### src/rtl/change_dispenser.sv
// Change-return hopper driver: splits a latched amount greedily into 5/2/1 coins
// and emits one fixed-width eject pulse per coin, each followed by a guard gap.
module change_dispenser #(
    parameter int unsigned COIN1_VALUE  = 1,
    parameter int unsigned COIN2_VALUE  = 2,
    parameter int unsigned COIN5_VALUE  = 5,
    parameter int unsigned PULSE_CYCLES = 4,
    parameter int unsigned GAP_CYCLES   = 4
) (
    input  logic       clk,
    input  logic       rst_n,
    input  logic       start,
    input  logic [7:0] amount,
    output logic       busy,
    output logic       done,
    output logic       eject_coin1,
    output logic       eject_coin2,
    output logic       eject_coin5,
    output logic [7:0] remaining,
    output logic [7:0] coins_dispensed
);

    localparam int unsigned VAL_W   = 8;
    localparam int unsigned MAX_CYC = (PULSE_CYCLES > GAP_CYCLES) ? PULSE_CYCLES : GAP_CYCLES;
    localparam int unsigned TIMER_W = (MAX_CYC + 1 > 2) ? $clog2(MAX_CYC + 1) : 1;

    localparam logic [VAL_W-1:0]   C1_VAL     = VAL_W'(COIN1_VALUE);
    localparam logic [VAL_W-1:0]   C2_VAL     = VAL_W'(COIN2_VALUE);
    localparam logic [VAL_W-1:0]   C5_VAL     = VAL_W'(COIN5_VALUE);
    localparam logic [VAL_W-1:0]   COUNT_MAX  = {VAL_W{1'b1}};
    localparam logic [TIMER_W-1:0] PULSE_LOAD = TIMER_W'(PULSE_CYCLES - 1);
    localparam logic [TIMER_W-1:0] GAP_LOAD   = TIMER_W'(GAP_CYCLES - 1);

    typedef enum logic [2:0] {
        IDLE   = 3'd0,
        SELECT = 3'd1,
        PULSE  = 3'd2,
        GAP    = 3'd3,
        DONE   = 3'd4
    } state_e;

    state_e             state_q,     state_d;
    logic [TIMER_W-1:0] timer_q,     timer_d;
    logic [VAL_W-1:0]   remaining_q, remaining_d;
    logic [VAL_W-1:0]   coins_q,     coins_d;
    logic               busy_q,      busy_d;
    logic               done_q,      done_d;
    logic               ej1_q,       ej1_d;
    logic               ej2_q,       ej2_d;
    logic               ej5_q,       ej5_d;

    logic               pick_vld;
    logic [VAL_W-1:0]   pick_val;
    logic               pick1, pick2, pick5;

    // Greedy coin choice, largest first; a coin is only chosen if it fits.
    always_comb begin
        pick1    = 1'b0;
        pick2    = 1'b0;
        pick5    = 1'b0;
        pick_val = '0;
        if (remaining_q >= C5_VAL) begin
            pick5    = 1'b1;
            pick_val = C5_VAL;
        end else if (remaining_q >= C2_VAL) begin
            pick2    = 1'b1;
            pick_val = C2_VAL;
        end else if (remaining_q >= C1_VAL) begin
            pick1    = 1'b1;
            pick_val = C1_VAL;
        end
        pick_vld = pick1 | pick2 | pick5;
    end

    // Next-state and next-output logic; every output is registered below.
    always_comb begin
        state_d     = state_q;
        timer_d     = timer_q;
        remaining_d = remaining_q;
        coins_d     = coins_q;
        busy_d      = busy_q;
        done_d      = 1'b0;
        ej1_d       = ej1_q;
        ej2_d       = ej2_q;
        ej5_d       = ej5_q;

        unique case (state_q)
            IDLE: begin
                busy_d = 1'b0;
                if (start) begin
                    remaining_d = amount;
                    coins_d     = '0;
                    busy_d      = 1'b1;
                    state_d     = SELECT;
                end
            end

            SELECT: begin
                if (pick_vld) begin
                    remaining_d = remaining_q - pick_val;
                    coins_d     = (coins_q == COUNT_MAX) ? coins_q : coins_q + VAL_W'(1);
                    ej1_d       = pick1;
                    ej2_d       = pick2;
                    ej5_d       = pick5;
                    timer_d     = PULSE_LOAD;
                    state_d     = PULSE;
                end else begin
                    busy_d  = 1'b0;
                    done_d  = 1'b1;
                    state_d = DONE;
                end
            end

            PULSE: begin
                if (timer_q == '0) begin
                    ej1_d   = 1'b0;
                    ej2_d   = 1'b0;
                    ej5_d   = 1'b0;
                    timer_d = GAP_LOAD;
                    state_d = GAP;
                end else begin
                    timer_d = timer_q - TIMER_W'(1);
                end
            end

            GAP: begin
                if (timer_q == '0) begin
                    state_d = SELECT;
                end else begin
                    timer_d = timer_q - TIMER_W'(1);
                end
            end

            DONE: begin
                busy_d  = 1'b0;
                state_d = IDLE;
            end

            default: begin
                busy_d  = 1'b0;
                ej1_d   = 1'b0;
                ej2_d   = 1'b0;
                ej5_d   = 1'b0;
                state_d = IDLE;
            end
        endcase
    end

    // State and output registers; reset drops eject lines immediately.
    always_ff @(posedge clk or negedge rst_n) begin
        if (!rst_n) begin
            state_q     <= IDLE;
            timer_q     <= '0;
            remaining_q <= '0;
            coins_q     <= '0;
            busy_q      <= 1'b0;
            done_q      <= 1'b0;
            ej1_q       <= 1'b0;
            ej2_q       <= 1'b0;
            ej5_q       <= 1'b0;
        end else begin
            state_q     <= state_d;
            timer_q     <= timer_d;
            remaining_q <= remaining_d;
            coins_q     <= coins_d;
            busy_q      <= busy_d;
            done_q      <= done_d;
            ej1_q       <= ej1_d;
            ej2_q       <= ej2_d;
            ej5_q       <= ej5_d;
        end
    end

    assign busy            = busy_q;
    assign done            = done_q;
    assign eject_coin1     = ej1_q;
    assign eject_coin2     = ej2_q;
    assign eject_coin5     = ej5_q;
    assign remaining       = remaining_q;
    assign coins_dispensed = coins_q;

endmodule

### config.mk
export PLATFORM = sky130hd
export DESIGN_NAME = change_dispenser
export DESIGN_NICKNAME = d
export VERILOG_FILES = /design/src/rtl/change_dispenser.sv
export SDC_FILE = /design/constraint.sdc
export NUM_CORES = 1
export LEC_CHECK = 0
export CAP_MARGIN = 20
export CORE_MARGIN = 4
export CORE_UTILIZATION = 49
export CTS_BUF_LIST = sky130_fd_sc_hd__clkbuf_16
export DETAILED_ROUTE_END_ITERATION = 10
export PLACE_DENSITY = 0.76
export RECOVER_POWER = 25
export SETUP_SLACK_MARGIN = 0.2
export SLEW_MARGIN = 20
export SYNTH_ARGS = -nofsm -noshare
export SYNTH_HDL_FRONTEND = slang
export SYNTH_SLANG_ARGS = --single-unit
### constraint.sdc
create_clock -name clk -period 2.97 [get_ports clk]
set_clock_uncertainty 0.05 [all_clocks]
set_input_delay 0.594 -clock clk [delete_from_list [all_inputs] [get_ports clk]]
set_output_delay 0.594 -clock clk [all_outputs]
set_load 0.005 [all_outputs]
==> out/qor.txt, run 1 <==
Run status: complete, no violations
Crit-path most repeated cell: nand2_1
Die Area: 4550 sq um
Initial DRC count: 132
Crit. End Element: flop
Final hold violation count: 0
Max cap viols: 0
Most frequent cells in the layout: clkdlybuf4s50_1, dfrtp_1, nor2_1, nand2_1, inv_1
Slowest CP cell: dfrtp_1
Final setup viols: 0
Initial core utilization: 51.5%
Slew @ Worst Pin: 1.47 ns
Diodes inserted: 0
# H-tree levels: 1
Number of global-route vias before repair: 1675
Routed wire length: 4.36 mm
Worst vdd ir: 193 uV
Placement Setup Slack: 0.347 ns
Wirelength per Cell: 16.8 um
Initial DRT Pass Iterations: 4
DRC violations left: 0
Post-route setup slack: 0.459 ns
Post-route cell area: 2140 sq um
First-pass GRT wire length: 7.65 mm
CTS Hold Bufs: 0
Worst skew pair latency: 0.26 ns
Avg Synthesized Cell Area: 9.32 sq um
Share of cells above drive strength 1: 7.51%
Placed cell areas: 2050 sq um
Achievable frequency: 0.398 GHz
Die Ht: 67.5 um
Fraction of registers with async set/reset: 100%
Longest Clk Path Bufs: 2
Slew Viols, Final: 0
Register bit total from synthesis: 27
Rows: 21
Library cells used by synthesis: 51
RSZ-0062 raised after global routing: no
Core Region: 3360 sq um
Gp weighted congestion: 0.950
CTS Sinks: 27
PortBufs: 31
Detailed Place HPWL: 3.15 mm
Critical path cell sequence: o21ai_1 > and3_1 > nand2_1 > fa_1 > a211oi_2 > nand2_1 > a211oi_1 > a211o_1
Layout net count: 232
Hold_ws: 0.452 ns
Min-Delay Path Class: flop to flop
Register area share after synthesis: 39.0%
CTS tree: done
Max transition margin: 1.86%
Cell family with most CP delay: compound AO/OA/AOI/OAI gates
Root Driver: clkbuf_16
Arrival @ worst endpoint: 2.66 ns
Worst Path Required: 3.12 ns
All-layer global routing usage: 21.6%
Pin count of the biggest net entering global routing: 28
Num ports: 32
Syn Inst Count: 186
Syn nets: 204
DR vias/cell: 6.27
Fill count: 294
Post-Syn Area: 1730 sq um
Post-synth top flop: dfrtp_1
Via Count: 1623
Area Overhead vs Synth: 23.4%
Commonest non-fill, non-tap cell in the layout: clkdlybuf4s50_1
GR Overflow Total: 0
CP Buf/Inv Count: 0
Total CTS buffers: 3
Yosys warns: 0
DRT antenna net count: 0
Setup_tns: 0 ns
Die X: 67.5 um
Worst-path clk slew: 0.07 ns
Worst-path maximum fanout: 10
Worst Path Class, Setup: flop to flop
Post-synth EDFFs: 0
Leakage power: 0.807 nW
Pwr/cell area: 356 nW/um^2
Slowest stage delay, CP: 0.50 ns
Tcrit/Tclk final: 84.5%
Crit path time final: 2.51 ns
Setup crit start kind: flop
Initial antenna violation count: 0
[power breakdown]
group          total [mW]  internal, mW  switching [mW]
sequential          0.390         0.374          0.0163
clock               0.304         0.180           0.124
combinational      0.0682        0.0372          0.0310
[what timing repair did]
item,CTS,global route
endpoints found under the hold margin,0,0
resized for setup,0,3
buffers inserted,0,0
setup endpoints to repair,0,2
[state kept, by name (all words and copies together) (netlist names)]
signal	flops
done	1
state_q	3
coins_dispensed	8
eject_coin2	1
busy	1
remaining	8
eject_coin1	1
timer_q	3
eject_coin5	1
[per-stage QoR]
stage / utilization (%) / std cells / power, mW
final: 63.6 / 259 / 0.762
after global routing: 63.6 / 259 / 0.797
after CTS: 63.4 / 259 / 0.764
after detailed placement: 61.0 / 255 / 0.464
after global placement: 61.0 / 255 / 0.462
after floorplan: - / 186 / 0.425
[cell usage after synthesis, drive strengths merged, types with 4 or more instances]
cell type | instances | area (sq um)
inv | 10 | 37.5
dfrtp | 27 | 676
ha | 6 | 75.1
nor3 | 6 | 30.0
clkbuf | 4 | 16.3
o21ai | 11 | 55.1
a21oi | 9 | 45.0
or3 | 4 | 25.0
nand2 | 13 | 48.8
o211ai | 4 | 30.0
buf | 7 | 53.8
nor4 | 5 | 46.3
o31ai | 6 | 58.8
nor2 | 13 | 48.8
nand3 | 9 | 45.0
[metal layers]
layer,GRT usage (%),wire (um)
met1,28.5,1820
met2,35.4,2190
met3,3.66,288
met4,8.10,57
met5,0,0
[worst paths after layout]
check                                      endpoint                startpoint  slack [ns]  depth (start not counted)
setup / recovery           remaining[4]$_DFFE_PN0P_  remaining[1]$_DFFE_PN0P_        0.46                          8
hold / removal              eject_coin5$_DFFE_PN0P_   eject_coin5$_DFFE_PN0P_        0.45                          1
setup reg to reg           remaining[4]$_DFFE_PN0P_  remaining[1]$_DFFE_PN0P_        0.46                          8
hold reg to reg             eject_coin5$_DFFE_PN0P_   eject_coin5$_DFFE_PN0P_        0.45                          1
max in group asynchronous  remaining[4]$_DFFE_PN0P_                     rst_n        0.85                          2
min in group asynchronous          busy$_DFFE_PN0P_                     rst_n        1.16                          2
[area by class of cell]
class	instances	area (sq um)	share of cell area, %
inverters	10	37.5	1.76
repair buffers	34	329	15.4
clock inverters	1	3.75	0.176
flip-flops and latches	27	676	31.6
clock buffers	3	75.1	3.51
multi-input cells	138	960	44.9
well taps	46	57.6	2.69
[kinds of logic (layout without fill, tap and decap cells)]
logic type                 after synthesis  count (layout)  share of synthesized area, %
and+or+nand+nor                         72              72                          23.3
AOI/OAI and AO/OA                       53              53                          22.2
DFF                                     27              27                          39.0
buffers and inverters                   21              48                          6.21
adders and majority gates                7               7                          5.49
muxes                                    5               5                          3.25
xor gates and xnor gates                 1               1                         0.506
Note: power is estimated with default switching activity, not from simulation.
==> inputs of run 2 (changes only) <==
--- a/config.mk
+++ b/config.mk
@@ -7,7 +7,7 @@
 export LEC_CHECK = 0
 export CAP_MARGIN = 20
 export CORE_MARGIN = 4
-export CORE_UTILIZATION = 49
+export CORE_UTILIZATION = 47
 export CTS_BUF_LIST = sky130_fd_sc_hd__clkbuf_16
 export DETAILED_ROUTE_END_ITERATION = 10
 export PLACE_DENSITY = 0.76
==> constraint.sdc (replaced) <==
create_clock -name clk -period 2.2 [get_ports clk]
set_clock_uncertainty 0.05 [all_clocks]
set_input_delay 0.44 -clock clk [delete_from_list [all_inputs] [get_ports clk]]
set_output_delay 0.44 -clock clk [all_outputs]
set_load 0.005 [all_outputs]
==> out/qor.txt, run 2 (synthesized netlist as in run 1, its figures left out) <==
Leakage power: 1.01 nW (+25%)
Final setup viols: 3 (+3)
Worst Path Class, Setup: flop to flop
Slew Viols, Final: 0 (unchanged)
Post-route total power: 1.08 mW (+42%)
Rows: 21 (unchanged)
Worst-path maximum fanout: 3 (-7)
DR vias/cell: 6.22 (-0.69%)
Arrival @ worst endpoint: 2.34 ns (-0.32 ns)
Placed cell areas: 2240 sq um (+9.0%)
Tcrit/Tclk final: 103% (+18 points)
Min-Delay Path Class: flop to flop
Setup_tns: -0.0818 ns (-0.0818 ns)
Area Overhead vs Synth: 46.1%
Setup crit start kind: flop
CTS Hold Bufs: 0 (unchanged)
Gp weighted congestion: 0.845 (-11%)
Worst-path clk slew: 0.07 ns (about the same)
Initial core utilization: 50.3% (-1.2 points)
PortBufs: 31 (unchanged)
Achievable frequency: 0.442 GHz (+11%)
Share of cells above drive strength 1: 29.5% (+22 points)
Commonest non-fill, non-tap cell in the layout: clkdlybuf4s50_1
RSZ-0062 raised after global routing: yes
Worst Path Required: 2.27 ns (-0.85 ns)
Reg area: 678 sq um (+0.37%)
Crit path launch: remaining[6]$_DFFE_PN0P_
Worst vdd ir: 423 uV (+120%)
Routed wire length: 5.69 mm (+31%)
# H-tree levels: 1 (unchanged)
Area occupied by multi-input gates: 1120 sq um (+17%)
Die Area: 4720 sq um (+3.7%)
Layout net count: 260 (+12%)
Max cap viols: 0 (unchanged)
All-layer global routing usage: 22.7% (+1.1 points)
Pwr/cell area: 428 nW/um^2 (+20%)
Longest Clk Path Bufs: 2 (unchanged)
Most frequent cells in the layout: clkdlybuf4s50_1, dfrtp_1, buf_4
Die X: 68.7 um (+1.9%)
Diodes inserted: 0 (unchanged)
Number of global-route vias before repair: 1642 (-2.0%)
Max transition margin: 53.6% (+52 points)
Post-route cell area: 2530 sq um (+18%)
Crit. End Element: flop
Pin count of the biggest net entering global routing: 28 (unchanged)
Root Driver: clkbuf_16
Via Count: 1786 (+10%)
Initial antenna violation count: 0 (unchanged)
Die Ht: 68.7 um (+1.9%)
Run status: finished with violations
Crit path time final: 2.26 ns (-0.249 ns)
Final Util: 73.5% (+10 points)
Worst hold start: eject_coin2$_DFFE_PN0P_
Num ports: 32 (unchanged)
RR Startpoint: remaining[6]$_DFFE_PN0P_
GR Overflow Total: 0 (unchanged)
Placement Setup Slack: -0.0264 ns (-0.373 ns)
Wirelength per Cell: 19.8 um (+18%)
CTS Sinks: 27 (unchanged)
Initial DRT Pass Iterations: 4 (unchanged)
DRC violations left: 0 (unchanged)
Core Region: 3440 sq um (+2.3%)
Fill count: 230 (-22%)
Failing checks: negative setup slack
Slew @ Worst Pin: 0.695 ns (-0.777 ns)
CTS tree: done
Total CTS buffers: 3 (unchanged)
Final hold violation count: 0 (unchanged)
First-pass GRT wire length: 8.07 mm (+5.5%)
Post-route setup slack: -0.0617 ns (-0.521 ns)
DRT antenna net count: 0 (unchanged)
Detailed Place HPWL: 3.48 mm (+10%)
Initial DRC count: 157 (+19%)
Worst skew pair latency: 0.26 ns (about the same)
## run 2: changes by cell type in the layout (fill, tap and decap cells not counted), moves of 3 or more
cell	change
buf_4	+23
o21ai_0	-5
buf_6	+4
o21ai_1	+4
ha_1	-3
## run 2: worst paths after layout
kind                                                 end  slack (ns)  cells past startpoint
worst max-delay path            remaining[7]$_DFFE_PN0P_       -0.06                      8
worst min-delay path             eject_coin2$_DFFE_PN0P_        0.46                      1
worst max register to register  remaining[7]$_DFFE_PN0P_       -0.06                      8
worst min register to register   eject_coin2$_DFFE_PN0P_        0.46                      1
max in group asynchronous       remaining[4]$_DFFE_PN0P_        0.91                      2
min in group asynchronous               busy$_DFFE_PN0P_        0.70                      2
## run 2: layer usage
| metal | routed length (um) | GRT usage (%) |
|---|---|---|
| met5 | 0 | 0 |
| met2 | 2890 | 35.6 |
| met1 | 2300 | 31.8 |
| met4 | 154 | 7.30 |
| met3 | 343 | 3.73 |
## run 2: cell type report
cell class | instances | area share [%]
Inverter | 10 | 1.48
Tap cell | 46 | 2.27
Clock buffer | 3 | 2.97
Sequential cell | 27 | 26.8
Timing Repair Buffer | 62 | 21.8
Clock inverter | 1 | 0.198
Multi-Input combinational cell | 138 | 44.4
## run 2: power breakdown
group          leakage [nW]  switching, mW  internal [mW]  total, mW
Sequential            0.325         0.0108          0.505      0.516
Clock                0.0409          0.176          0.246      0.421
Combinational         0.646         0.0730         0.0732      0.146
Total                  1.01          0.260          0.824       1.08
## run 2: metrics by stage
step / hold slack [ns] / std cells
global route: 0.501 / 287
global placement: 0.425 / 276
finish: 0.464 / 287
CTS: 0.465 / 282
detailed placement: 0.443 / 276
floorplan: 0.0944 / 186
## run 2: what timing repair did
item	4_1_cts	5_1_grt
cloned	0	1
pin swaps	3	10
setup buffers	2	4
gates resized for setup	7	34
setup endpoints to repair	15	21
## run 2: worst max-delay path, stage by stage, from the launching register on
cell      delay (ns)
dfrtp_1         0.42
nor3_4          0.25
and3_4          0.24
nand2_4         0.05
ha_1            0.26
nor2b_1         0.15
o21a_1          0.21
nor4_1          0.29
o221ai_1        0.19
